[src/rtl/uart_rx.sv]
// uart_rx: 8N1 UART receiver. It synchronises the RxD pin, samples each bit at
// its midpoint, assembles bytes LSB first, and presents each byte on a
// valid/ready stream. Stop-bit errors and dropped bytes are reported as
// one-cycle pulses.
`timescale 1ns/1ps
module uart_rx #(
    parameter int CLOCK_FREQUENCY = 100_000_000,
    parameter int BAUD_RATE       = 115200
) (
    input  logic       clk,
    input  logic       rst_n,
    input  logic       rx,
    output logic [7:0] m_data,
    output logic       m_valid,
    input  logic       m_ready,
    output logic       frame_err,
    output logic       overrun
);

    localparam int CLKS_PER_BIT = CLOCK_FREQUENCY / BAUD_RATE;
    localparam int HALF_BIT     = CLKS_PER_BIT / 2;
    localparam int CNT_W        = $clog2(CLKS_PER_BIT + 1);

    localparam logic [CNT_W-1:0] CNT_LAST  = CNT_W'(CLKS_PER_BIT - 1);
    localparam logic [CNT_W-1:0] HALF_LAST = CNT_W'(HALF_BIT - 1);

    localparam logic [2:0] ST_IDLE      = 3'd0;
    localparam logic [2:0] ST_START     = 3'd1;
    localparam logic [2:0] ST_DATA      = 3'd2;
    localparam logic [2:0] ST_STOP      = 3'd3;
    localparam logic [2:0] ST_WAIT_HIGH = 3'd4;

    logic             rx_meta_reg;
    logic             rx_s_reg;
    logic [2:0]       state_reg,   state_next;
    logic [CNT_W-1:0] bit_cnt_reg, bit_cnt_next;
    logic [2:0]       bit_idx_reg, bit_idx_next;
    logic [7:0]       shift_reg,   shift_next;
    logic [7:0]       bit_load;

    logic bit_tick;
    logic half_tick;
    logic data_sample;
    logic stop_sample;
    logic deliver;
    logic stop_bad;

    assign bit_tick    = (bit_cnt_reg == CNT_LAST);
    assign half_tick   = (bit_cnt_reg == HALF_LAST);
    assign data_sample = (state_reg == ST_DATA) && bit_tick;
    assign stop_sample = (state_reg == ST_STOP) && bit_tick;
    assign deliver     = stop_sample && rx_s_reg;
    assign stop_bad    = stop_sample && !rx_s_reg;

    // Two-flop synchroniser; idle level is high so both flops reset to 1.
    always_ff @(posedge clk or negedge rst_n) begin
        if (!rst_n) begin
            rx_meta_reg <= 1'b1;
            rx_s_reg    <= 1'b1;
        end else begin
            rx_meta_reg <= rx;
            rx_s_reg    <= rx_meta_reg;
        end
    end

    // Per-bit load enables: the bit selected by the index captures at mid-bit.
    genvar gi;
    generate
        for (gi = 0; gi < 8; gi++) begin : g_load
            assign bit_load[gi] = data_sample && (bit_idx_reg == 3'(gi));
        end
    endgenerate

    // Shift register next value: only the addressed bit changes.
    always_comb begin
        shift_next = shift_reg;
        for (int i = 0; i < 8; i++) begin
            if (bit_load[i]) begin
                shift_next[i] = rx_s_reg;
            end
        end
    end

    // Frame sequencing: start qualification, mid-bit data sampling, stop check.
    always_comb begin
        state_next   = state_reg;
        bit_cnt_next = bit_cnt_reg + CNT_W'(1);
        bit_idx_next = bit_idx_reg;
        case (state_reg)
            ST_IDLE: begin
                bit_cnt_next = '0;
                if (!rx_s_reg) begin
                    state_next = ST_START;
                end
            end
            ST_START: begin
                if (half_tick) begin
                    bit_cnt_next = '0;
                    bit_idx_next = '0;
                    // A start bit that is high again at mid-bit was a glitch.
                    state_next   = rx_s_reg ? ST_IDLE : ST_DATA;
                end
            end
            ST_DATA: begin
                if (bit_tick) begin
                    bit_cnt_next = '0;
                    bit_idx_next = bit_idx_reg + 3'd1;
                    if (bit_idx_reg == 3'd7) begin
                        state_next = ST_STOP;
                    end
                end
            end
            ST_STOP: begin
                if (bit_tick) begin
                    bit_cnt_next = '0;
                    state_next   = rx_s_reg ? ST_IDLE : ST_WAIT_HIGH;
                end
            end
            ST_WAIT_HIGH: begin
                // A held-low line (break) must return high before re-arming.
                bit_cnt_next = '0;
                if (rx_s_reg) begin
                    state_next = ST_IDLE;
                end
            end
            default: begin
                state_next   = ST_IDLE;
                bit_cnt_next = '0;
            end
        endcase
    end

    // Receiver state registers.
    always_ff @(posedge clk or negedge rst_n) begin
        if (!rst_n) begin
            state_reg   <= ST_IDLE;
            bit_cnt_reg <= '0;
            bit_idx_reg <= '0;
            shift_reg   <= '0;
        end else begin
            state_reg   <= state_next;
            bit_cnt_reg <= bit_cnt_next;
            bit_idx_reg <= bit_idx_next;
            shift_reg   <= shift_next;
        end
    end

    // Output holding register and handshake; a byte arriving into a full,
    // unaccepted holding register is dropped and flagged.
    always_ff @(posedge clk or negedge rst_n) begin
        if (!rst_n) begin
            m_data    <= 8'h00;
            m_valid   <= 1'b0;
            frame_err <= 1'b0;
            overrun   <= 1'b0;
        end else begin
            frame_err <= stop_bad;
            overrun   <= 1'b0;
            if (deliver) begin
                if (!m_valid || m_ready) begin
                    m_data  <= shift_reg;
                    m_valid <= 1'b1;
                end else begin
                    overrun <= 1'b1;
                end
            end else if (m_valid && m_ready) begin
                m_valid <= 1'b0;
            end
        end
    end

endmodule
[config.mk]
export PLATFORM = sky130hd
export DESIGN_NAME = uart_rx
export DESIGN_NICKNAME = d
export VERILOG_FILES = /design/src/rtl/uart_rx.sv
export SDC_FILE = /design/constraint.sdc
export NUM_CORES = 1
export LEC_CHECK = 0
export CORE_MARGIN = 1
export CORE_UTILIZATION = 50
export DETAILED_ROUTE_END_ITERATION = 16
export PLACE_DENSITY = 0.83
export SLEW_MARGIN = 20
export SYNTH_ARGS = -nofsm -noshare
export SYNTH_HDL_FRONTEND = slang
export SYNTH_SLANG_ARGS = --single-unit
export TNS_END_PERCENT = 30
[constraint.sdc]
create_clock -name clk -period 2.1 [get_ports clk]
set_input_delay 0.42 -clock clk [delete_from_list [all_inputs] [get_ports clk]]
set_output_delay 0.42 -clock clk [all_outputs]
set_load 0.005 [all_outputs]
======== Word-level counts from Yosys, hierarchy flattened ========
Index checks and enable logic that the tools add are counted.
storage, ports and cells
  register bits after elaboration ......... 37
  input port bits ......................... 4
  output and inout bits ................... 11
  logic and storage cells ................. 84
operators by class
  add/sub/neg operators ................... 2
  equality and inequality tests ........... 20
  muxes and demuxes ....................... 20
  reduce and logical (&&, ||, !) cells .... 25
operators by type and width
  kind                                                              number
  3-bit 2-to-1 mux                                                  9
  10-bit 2-to-1 mux                                                 2
  10-bit one-hot mux with 2 select lines                            1
  3-bit == test, second input constant                              5
  3-bit one-hot mux with 5 select lines                             1
  1-bit logical AND                                                 13
  3-bit by 2-bit == test with 1-bit output, second input constant   4
  10-bit by 1-bit adder with 10-bit output, second input constant   1
  10-bit == test, second input constant                             1
  10-bit by 9-bit == test with 1-bit output, second input constant  1
  2-bit != test, second input constant                              5
  3-bit by 1-bit == test with 1-bit output, second input constant   2
  3-bit zero test                                                   2
  3-bit one-hot mux with 2 select lines                             1
  6-bit AND reduction                                               1
  1-bit 2-to-1 mux                                                  5
  2-bit by 1-bit != test with 1-bit output, second input constant   2
  2-bit AND reduction                                               2
  2-bit nonzero test                                                2
  3-bit by 1-bit adder with 3-bit output, second input constant     1
  3-bit AND reduction                                               1
  1-bit zero test                                                   2
  2-bit 2-to-1 mux                                                  1
  2-bit OR reduction                                                1
  1-bit logical OR                                                  1

======== Depth between registers and ports, before layout ========
  word-level depth ........................ 5
  gate-level depth with buffers ........... 7
  depth with buffers taken out ............ 6

======== Worst setup path before layout ========
No wires, ideal clock.
  path type ............................... reg2reg
  from .................................... register bit_cnt_reg[0]
  to ...................................... register bit_idx_reg[2]
  setup time .............................. 0.128 ns
  arrival ................................. 1.921 ns
  required time ........................... 1.972 ns
  setup slack ............................. 0.051 ns
  stages on the path, launching flop included .. 6
  path buffers ............................ 0
  period minus slack after synthesis ...... 2.049 ns
  path through ............................ dfrtp_1 > ha_1 > nand4bb_4 > or4_1 > a211oi_1 > mux2_1
between the ends
  word-level cells in the longest chain between the ends .. 3
  elaborated cells on any way between the ends .. 5
ends and longest elaborated chain
  what                                                                         RTL line  RTL
  from (decl)                                                                  36        logic [CNT_W-1:0] bit_cnt_reg, bit_cnt_next;
  from (signal assigned)                                                       142       bit_cnt_reg <= bit_cnt_next;
  10-bit by 9-bit == test with 1-bit output or 10-bit == test (tied branches)  49, 48
  2-bit != test (no line)                                                      -
  3-bit AND reduction (no line) *                                              -
  to (signal assigned)                                                         143       bit_idx_reg <= bit_idx_next;
  to (decl)                                                                    37        logic [2:0] bit_idx_reg, bit_idx_next;
Every way passes the cells marked *; elsewhere a longest branch is shown, timed or not.
A chain may end at the register's enable or synchronous reset.

======== Final worst setup path ========
  from .................................... register bit_cnt_reg[1]
  to ...................................... register bit_idx_reg[2]
Same word-level chain as after synthesis.

==> impl_metrics.ini <==
[run_status]
status = finished clean

[die]
io_pins = 15
die_y_um = 61.6
start_util_pct = 52.8
row_count = 21
fp.coreArea_mm2 = 0.00336
die_area_mm2 = 0.00379
die_w_um = 61.6

[final_layout]
regArea_um2 = 928
final_area_mm2 = 0.00208
multiInputGateArea_um2 = 803
largest_register_ffs = 10
post-route-util_pct = 61.8
areaGrowthSynthToFinish_pct = 17.1
diodes = 0
drive_gt1_share_pct = 20.7
fin_nets = 190
nFillCells = 270

[power]
pwr-share-seq_pct = 65.5
peakVddDrop_v = 0.000383
powerDensity_mw_per_mm2 = 528
swShare_pct = 22.7
internal-power_uw = 849
p_leak_uw = 0.000919
p_comb_share_pct = 1.9
p_clk_share_pct = 32.6
p_switching_uw = 249

[clock_network]
tritoncts = yes
root_buffer = clkbuf_4
postCtsResizedCells = 0
postCtsHoldBufs = 0
cts_sinks = 37
ctsHtreeMaxLevel = 2
cts.reportedPaths.clkPinSlew_ns = 0.11
cts_buffers = 5
clk-insertion-delay-late_ns = 0.33
clockBufferDepth = 2
cts_setup_buffers = 0

[detailed_routing]
drt_pre_antenna_iters = 4
wl_per_cell_um = 12.9
wl_um = 2900
drt_iter0_drc = 42
vias_per_cell = 5.25
drtAntennaViolNets = 0
remaining_drc_errors = 0
vias = 1181

[setup_path]
cp.arrival_ns = 2.24
startpoint = bit_cnt_reg[1]$_DFF_PN0_
timing.rr.end = bit_idx_reg[2]$_DFFE_PN0P_
startpoint_type = flop
cp_slowest_cell = or4_1
max_stage_delay_ns = 0.46
crit_required_ns = 2.32
crit_path_end_kind = flop
path_depth = 6
crit_family = simple AND/OR/NAND/NOR gates
crit-reg2reg-launch = bit_cnt_reg[1]$_DFF_PN0_
endpoint = bit_idx_reg[2]$_DFFE_PN0P_
criticalPathCategory = reg2reg
reg2reg_slack_ns = 0.08
reg2reg_depth = 6
critPathBufInv = 1
worstPathMaxFanout = 5
path_cells = inv_1 > ha_1 > nand4bb_1 > or4_1 > a211oi_2 > mux2_1

[placed_design]
dpl_cell_area_mm2 = 0.00201
place_congestion = 0.802
dpl.hpwl_um = 2140
io_buffer_count = 14
dp_slack_ns = 0.0397

[timing]
setup_viol = 0
max_slew_margin_pct = 70.5
slew_violations = 0
fin_worst_skew_ns = 0.00732
max_freq_mhz = 495
rsz0062_at_grt = yes
worst_pin_slew_ns = 0.443
hold_viol = 0
final.setup.worst_slack_ns = 0.0805
finalCritPeriodShare_pct = 96.2
finalCriticalPeriod_ns = 2.02

[global_route]
grt_first_pass_wirelength_um = 5160
use_met1_pct = 21.8
grt_overflow = 0
grt_usage_pct = 19.3
antenna_found_initial = 0
use_met3_pct = 5.67
busiest_layer = met2
grt_max_degree = 38
use_met2_pct = 34.9
grt_pass1_vias = 1191

[synth]
netlist_instances = 153
synth-edff-count = 0
synth_top_cell_by_area = dfrtp_1
ys_ff_latch = 37
synth_fp_nets = 165
ys_seq_area_share_pct = 52.3
synth.area.top_cells = dfrtp_1, mux2_2, ha_1, mux2_1, nor2_1
yosysUniqueCellTypes = 37
postSynth.asyncResetShare_pct = 100
synth.top_cell.area_share_pct = 49.3
mappedNetlistArea_mm2 = 0.00178
avgSynthCellArea_um2 = 11.6
synth-main-ff-cell = dfrtp_1
synth-warning-count = 0

[flow_run]
drv_cap = 0

[hold_path]
hp-class = reg2reg
[synth_stat cells, types with 2 or more instances]
| cell type | instances |
|---|---|
| dfrtp_1 | 35 |
| nor2_1 | 18 |
| nand3_1 | 11 |
| mux2_2 | 10 |
| nand2_1 | 10 |
| ha_1 | 8 |
| inv_1 | 7 |
| mux2_1 | 7 |
| xnor2_1 | 5 |
| o21ai_0 | 4 |
| clkbuf_1 | 3 |
| nor3_1 | 3 |
| xor2_1 | 3 |
| a31oi_1 | 2 |
| and3_1 | 2 |
| dfstp_2 | 2 |
| o31ai_1 | 2 |
| or4_1 | 2 |
[worst min path at each step]
stage                     startpoint                  endpoint  cells after the start
2_1_floorplan                  rst_n  bit_cnt_reg[0]$_DFF_PN0_                      0
3_5_place_dp   rx_meta_reg$_DFF_PN1_        rx_s_reg$_DFF_PN1_                      0
3_3_place_gp   rx_meta_reg$_DFF_PN1_        rx_s_reg$_DFF_PN1_                      0
4_1_cts        rx_meta_reg$_DFF_PN1_        rx_s_reg$_DFF_PN1_                      0
6_report       rx_meta_reg$_DFF_PN1_        rx_s_reg$_DFF_PN1_                      0
5_1_grt        rx_meta_reg$_DFF_PN1_        rx_s_reg$_DFF_PN1_                      0
[logic make-up after synthesis]
| logic type | Yosys count | share of synthesized area, % |
|---|---|---|
| and+or+nand+nor | 57 | 18.9 |
| DFF | 37 | 52.3 |
| muxes | 17 | 10.8 |
| AOI/OAI and AO/OA | 14 | 5.43 |
| buffers and inverters | 12 | 3.03 |
| xor gates and xnor gates | 8 | 3.95 |
| adders and majority gates | 8 | 5.64 |
[through the flow]
stage / setup TNS (ns) / total power [uW] / hold WS, ns / instances
detailed placement: 0 / 755 / 0.347 / 217
global placement: 0 / 755 / 0.346 / 217
CTS: 0 / 1120 / 0.364 / 225
global route: -0.0111 / 1150 / 0.367 / 225
floorplan: 0 / 734 / 0.124 / 153
finish: 0 / 1100 / 0.363 / 225
[per-layer routing]
metal	part of all wire [%]	routed length (um)
met1	42	1230
met2	54	1550
met3	3.6	104
met4	0.41	12
met5	0	0
[area by class of cell]
cell class / instances / area share, %
sequential: 37 / 44.7
multi-input combinational: 104 / 38.7
timing repair buffer: 23 / 9.99
tap: 46 / 2.77
clock buffer: 5 / 1.81
inverter: 7 / 1.26
clock inverter: 3 / 0.843
[cell usage in the layout (no fill, tap or decap), drive strengths merged, types with 2 or more instances in the layout]
master / count
a31oi: 2
and3: 2
buf: 9
clkbuf: 5
clkdlybuf4s50: 14
clkinv: 2
dfrtp: 35
dfstp: 2
ha: 8
inv: 7
mux2: 17
nand2: 10
nand3: 12
nand4bb: 2
nor2: 18
nor3: 4
o21ai: 4
o31ai: 2
or3b: 2
or4: 2
xnor2: 5
xor2: 3
[power by group through the flow]
stage	Combinational, uW	Clock [uW]	Sequential [uW]
after floorplan	3.27	0	731
after global placement	21.7	0	733
after detailed placement	22.2	0	733
after CTS	22.3	376	719
after global routing	25.0	401	720
final	21.1	358	719
Power figures use the tool's default switching activity.
